$ cat src/rtl/alu_issue_ctrl.sv
`default_nettype none
// alu_issue_ctrl: issues one ALU command at a time from an 8x32 register file,
// waits out the ALU's registered latency, then writes back the result and the APSR.
module alu_issue_ctrl #(
  parameter int NREGS = 8,
  parameter int IMM_W = 8
) (
  input  logic                       clk,
  input  logic                       rst,
  input  logic                       cmd_valid,
  output logic                       cmd_ready,
  input  logic [4:0]                 cmd_op,
  input  logic [$clog2(NREGS)-1:0]   cmd_rd,
  input  logic [$clog2(NREGS)-1:0]   cmd_rn,
  input  logic [$clog2(NREGS)-1:0]   cmd_rm,
  input  logic                       cmd_use_imm,
  input  logic [IMM_W-1:0]           cmd_imm,
  output logic [4:0]                 alu_instruction,
  output logic [31:0]                alu_num1,
  output logic [31:0]                alu_num2,
  input  logic [31:0]                alu_result,
  input  logic [3:0]                 alu_flags,
  output logic                       done,
  output logic [31:0]                done_result,
  output logic [3:0]                 apsr,
  output logic                       err_illegal,
  input  logic                       wr_en,
  input  logic [$clog2(NREGS)-1:0]   wr_addr,
  input  logic [31:0]                wr_data,
  input  logic [$clog2(NREGS)-1:0]   dbg_addr,
  output logic [31:0]                dbg_data
);

  typedef enum logic [1:0] {
    S_IDLE    = 2'd0,
    S_ISSUE   = 2'd1,
    S_CAPTURE = 2'd2
  } state_t;

  localparam logic [4:0] OP_SUB = 5'd8;
  localparam logic [4:0] OP_CMP = 5'd18;

  state_t                     state_q;
  logic [NREGS-1:0][31:0]     regs_q;
  logic [3:0]                 apsr_q;
  logic [4:0]                 op_q;
  logic [$clog2(NREGS)-1:0]   rd_q;
  logic [4:0]                 instr_q;
  logic [31:0]                num1_q;
  logic [31:0]                num2_q;
  logic                       done_q;
  logic                       err_q;
  logic [31:0]                done_result_q;

  logic                       op_legal_d;
  logic                       op_is_ext_d;
  logic [31:0]                imm_ext_d;

  assign op_legal_d  = (cmd_op != 5'd0) && (cmd_op <= OP_CMP);
  assign op_is_ext_d = (op_q >= 5'd14) && (op_q <= 5'd17);
  assign imm_ext_d   = {{(32-IMM_W){1'b0}}, cmd_imm};

  always_ff @(posedge clk or posedge rst) begin
    if (rst) begin
      state_q       <= S_IDLE;
      regs_q        <= '0;
      apsr_q        <= '0;
      op_q          <= '0;
      rd_q          <= '0;
      instr_q       <= '0;
      num1_q        <= '0;
      num2_q        <= '0;
      done_q        <= 1'b0;
      err_q         <= 1'b0;
      done_result_q <= '0;
    end else begin
      done_q <= 1'b0;
      err_q  <= 1'b0;
      // External load first so a same-edge ALU writeback below overrides it.
      if (wr_en) regs_q[wr_addr] <= wr_data;

      case (state_q)
        S_IDLE: begin
          if (cmd_valid) begin
            if (op_legal_d) begin
              num1_q  <= regs_q[cmd_rn];
              num2_q  <= cmd_use_imm ? imm_ext_d : regs_q[cmd_rm];
              instr_q <= (cmd_op == OP_CMP) ? OP_SUB : cmd_op;
              op_q    <= cmd_op;
              rd_q    <= cmd_rd;
              state_q <= S_ISSUE;
            end else begin
              err_q <= 1'b1;
            end
          end
        end
        S_ISSUE: state_q <= S_CAPTURE;
        S_CAPTURE: begin
          done_result_q <= alu_result;
          done_q        <= 1'b1;
          if (op_q != OP_CMP) regs_q[rd_q] <= alu_result;
          if (!op_is_ext_d)   apsr_q       <= alu_flags;
          instr_q <= 5'd0;
          state_q <= S_IDLE;
        end
        default: state_q <= S_IDLE;
      endcase
    end
  end

  assign cmd_ready       = (state_q == S_IDLE);
  assign alu_instruction = instr_q;
  assign alu_num1        = num1_q;
  assign alu_num2        = num2_q;
  assign done            = done_q;
  assign done_result     = done_result_q;
  assign apsr            = apsr_q;
  assign err_illegal     = err_q;
  assign dbg_data        = regs_q[dbg_addr];

endmodule
`default_nettype wire

$ cat config.mk
export PLATFORM = sky130hd
export DESIGN_NAME = alu_issue_ctrl
export DESIGN_NICKNAME = d
export VERILOG_FILES = /design/src/rtl/alu_issue_ctrl.sv
export SDC_FILE = /design/constraint.sdc
export NUM_CORES = 1
export LEC_CHECK = 0
export CORE_AREA = 2 2 152 266
export DETAILED_ROUTE_END_ITERATION = 6
export DIE_AREA = 0 0 154 268
export GPL_TIMING_DRIVEN = 0
export PLACE_DENSITY_LB_ADDON = 0.3
export SYNTH_ARGS = -nofsm -noshare
export SYNTH_HDL_FRONTEND = slang
export SYNTH_SLANG_ARGS = --single-unit
$ cat constraint.sdc
create_clock -name clk -period 19.5 [get_ports clk]
set_input_delay 3.9 -clock clk [delete_from_list [all_inputs] [get_ports clk]]
set_output_delay 3.9 -clock clk [all_outputs]
set_load 0.005 [all_outputs]
==> impl_metrics.csv <==
group,metric,value,unit
floorplan,die_area,41300,um^2
power_and_ir_drop,power_density,128,nW/um^2
clocking,insertion_delay,0.56,ns
worst_setup_path,startpoint_type,"input pin",
worst_setup_path,required,15.60,ns
worst_setup_path,crit_arrival,6.67,ns
final_layout,area_delta_synth_final,16.1,%
placement,pre_cts_ws,9.13,ns
worst_setup_path,worstPathCellList,"clkbuf_1, clkbuf_1, mux4_2, mux2_2, clkdlybuf4s50_1",
worst_setup_path,crit_path_top_delay_cell,"clkbuf_1",
floorplan,core_area,39000,um^2
logic_synthesis,synth-async-reset-ratio,100,%
logic_synthesis,netlist_top_cells_count,"dfrtp_1 (373), mux2i_1 (320), nand2_1 (302), mux4_2 (192), o21ai_0 (153)",
logic_synthesis,synth.distinct_cells,43,
sta,fin_ws,8.93,ns
run,max-cap-violations,0,
logic_synthesis,synth_cells,1967,
floorplan,start_util,56.4,%
clocking,clock_sinks,373,
final_layout,regArea,9330,um^2
grt,grt_pass1_wl,118,mm
grt,grt.overflow.total,0,
route,firstDrtPassIters,7,
worst_setup_path,critPathMostFrequentCell,"clkbuf_1",
logic_synthesis,synth_fa_ha_area_share,0,%
logic_synthesis,synth_compound_area_share,8.38,%
sta,min_period,10.57,ns
clocking,ctsHoldBuffers,0,
floorplan,rows,96,
worst_setup_path,cp_top_family,"buffers and inverters",
sta,timing.fmax,94.6,MHz
route,drtIter0Drc,2414,
logic_synthesis,yosysSeqAreaShare,42.4,%
floorplan,ios,241,
sta,holdWs,0.476,ns
route,drcViolationCount,0,
sta,rsz0062_at_grt,"false",
sta,worst_slew_pin_slew,1.25,ns
placement,dp_hpwl,53.8,mm
clocking,numCtsBuffers,36,
logic_synthesis,yosysWarnings,0,
logic_synthesis,synth_top_family_by_area,"multiplexers",
grt,grt_max_degree,127,
sta,fin_crit_sh,54.2,%
logic_synthesis,yosys.area.top_type_share,42.4,%
sta,clock_skew,0.0240,ns
sta,setup_viol,0,
grt,grt_usage,39.2,%
logic_synthesis,yosys_most_used_dff,"dfrtp_1",
final_layout,final_nets,2271,
sta,fin_setup_tns,0,ns
final_layout,fin_area,25600,um^2
worst_setup_path,critPathCaptureType,"output pin",
grt,grt_pass1_vias,19000,
sta,slew_violations,0,
logic_synthesis,synth_edf_count,0,
power_and_ir_drop,leakagePower,10.9,nW
route,wl,80.7,mm
worst_setup_path,path_class,"input pin to output pin",
route,via_per_inst,7.00,
logic_synthesis,synth_area_leader_cell,"dfrtp_1",
logic_synthesis,synthesis.nets,2068,
final_layout,num-fill-cells,2977,
clocking,postCtsResizedCells,0,
placement,place_area,24300,um^2
route,final_antenna_net_count,0,
power_and_ir_drop,peakVddDrop,0.0667,mV
logic_synthesis,synth-simple-area-share,8.47,%
route,vias,18800,
logic_synthesis,ys_top_cells_by_area,"dfrtp_1 (42%), mux4_2 (20%), mux2i_1 (15%)",
logic_synthesis,synth-xor-area-share,0,%
logic_synthesis,synth.avg_cell_area,11.2,um^2
worst_setup_path,path_max_fanout,10,
sta,hold_viol_final,0,
floorplan,die_w,154,um
worst_setup_path,cpPeakStageDelay,0.88,ns
clocking,htree_levels,2,
route,wire_per_inst,30.0,um
final_layout,multi_input_area,11600,um^2
clocking,clock_path_buffers,3,
placement,io_buffers,162,
placement,gp_congestion,0.938,
clocking,cts_root_buffer,"clkbuf_16",
outcome,status,"finished, final reports clean",
clocking,clkTransAtPathRegs,0.06,ns
clocking,postCtsSetupBuffers,0,
logic_synthesis,syn_area,22000,um^2
logic_synthesis,ys_seq_elements,373,
worst_setup_path,crit_buf_inv,3,
logic_synthesis,synth.most_common_cell,"dfrtp_1",
min_path,hold_class,"register to register",
grt,antenna_found_initial,7,
logic_synthesis,synth_mux_area_share,36.0,%
final_layout,drive_above_1_share,17.8,%
clocking,cts_tree,"yes",
floorplan,fp.dieH,268,um
sta,relSlewSlack,16.9,%
[cell families (layout without fill, tap and decap cells)]
family / Yosys count / count (layout)
AOI/OAI and AO/OA: 347 / 347
buffers and inverters: 234 / 459
DFF: 373 / 373
muxes: 548 / 548
other: 0 / 7
and+or+nand+nor: 465 / 465
[where the power goes]
part / total, W / internal, W / switching [W]
Sequential: 0.00137 / 0.00108 / 0.000295
Combinational: 0.00115 / 0.000687 / 0.000467
Clock: 0.000742 / 0.000421 / 0.000321
[registers in the layout, indices dropped and copies added, names as in the netlist]
name,count
done,1
alu_instruction,5
err_illegal,1
alu_num1,32
apsr,4
alu_num2,32
rd_q,3
done_result,32
op_q,5
regs_q,256
state_q,2
[per-layer routing]
metal	GRT usage (%)	share of wire (%)
met5	0	0.021
met4	32.4	9.8
met3	8.66	11
met2	63.0	47
met1	45.0	32
[worst paths after layout]
kind                       cells past startpoint       startpoint              end  slack (ns)
setup / recovery                               5      dbg_addr[1]     dbg_data[29]        8.93
hold / removal                                 2  done_result[25]  done_result[25]        0.48
setup reg to reg                               6       state_q[0]  done_result[12]       16.59
hold reg to reg                                2  done_result[25]  done_result[25]        0.48
max in group asynchronous                      5              rst          rd_q[1]       13.81
min in group asynchronous                      2              rst      alu_num1[7]        3.74
[worst min-delay path, delay by kind of cell (launching register included)]
family / cells / cell delay, ns
simple gates: 2 / 0.10
flops: 1 / 0.34
[metrics by stage]
stage          util [%]  power [W]  std cells
2_1_floorplan         -    0.00200       1967
3_3_place_gp       62.1    0.00243       2619
3_5_place_dp       62.4    0.00250       2622
4_1_cts            65.4    0.00323       2682
5_1_grt            65.5    0.00339       2685
6_report           65.5    0.00327       2689
[final cells by class]
type	instances	area share [%]
clock inverter	10	0.514
antenna	7	0.0685
clock buffer	50	4.17
multi-input combinational	1360	45.6
inverter	6	0.137
sequential	373	36.5
tap	490	2.40
timing repair buffer	165	6.67
buffer	228	3.98
[cell usage in the layout (no fill, tap or decap), types with 86 or more instances in the layout]
cell | Yosys | routed
mux2i_1 | 320 | 320
clkbuf_1 | 92 | 96
a21oi_1 | 136 | 136
mux4_2 | 192 | 192
buf_2 | 86 | 86
dfrtp_1 | 373 | 373
o21ai_0 | 153 | 153
nand2_1 | 302 | 302
clkdlybuf4s50_1 | 0 | 162
nor2_1 | 142 | 142
Note: power is estimated with default switching activity, not from simulation.
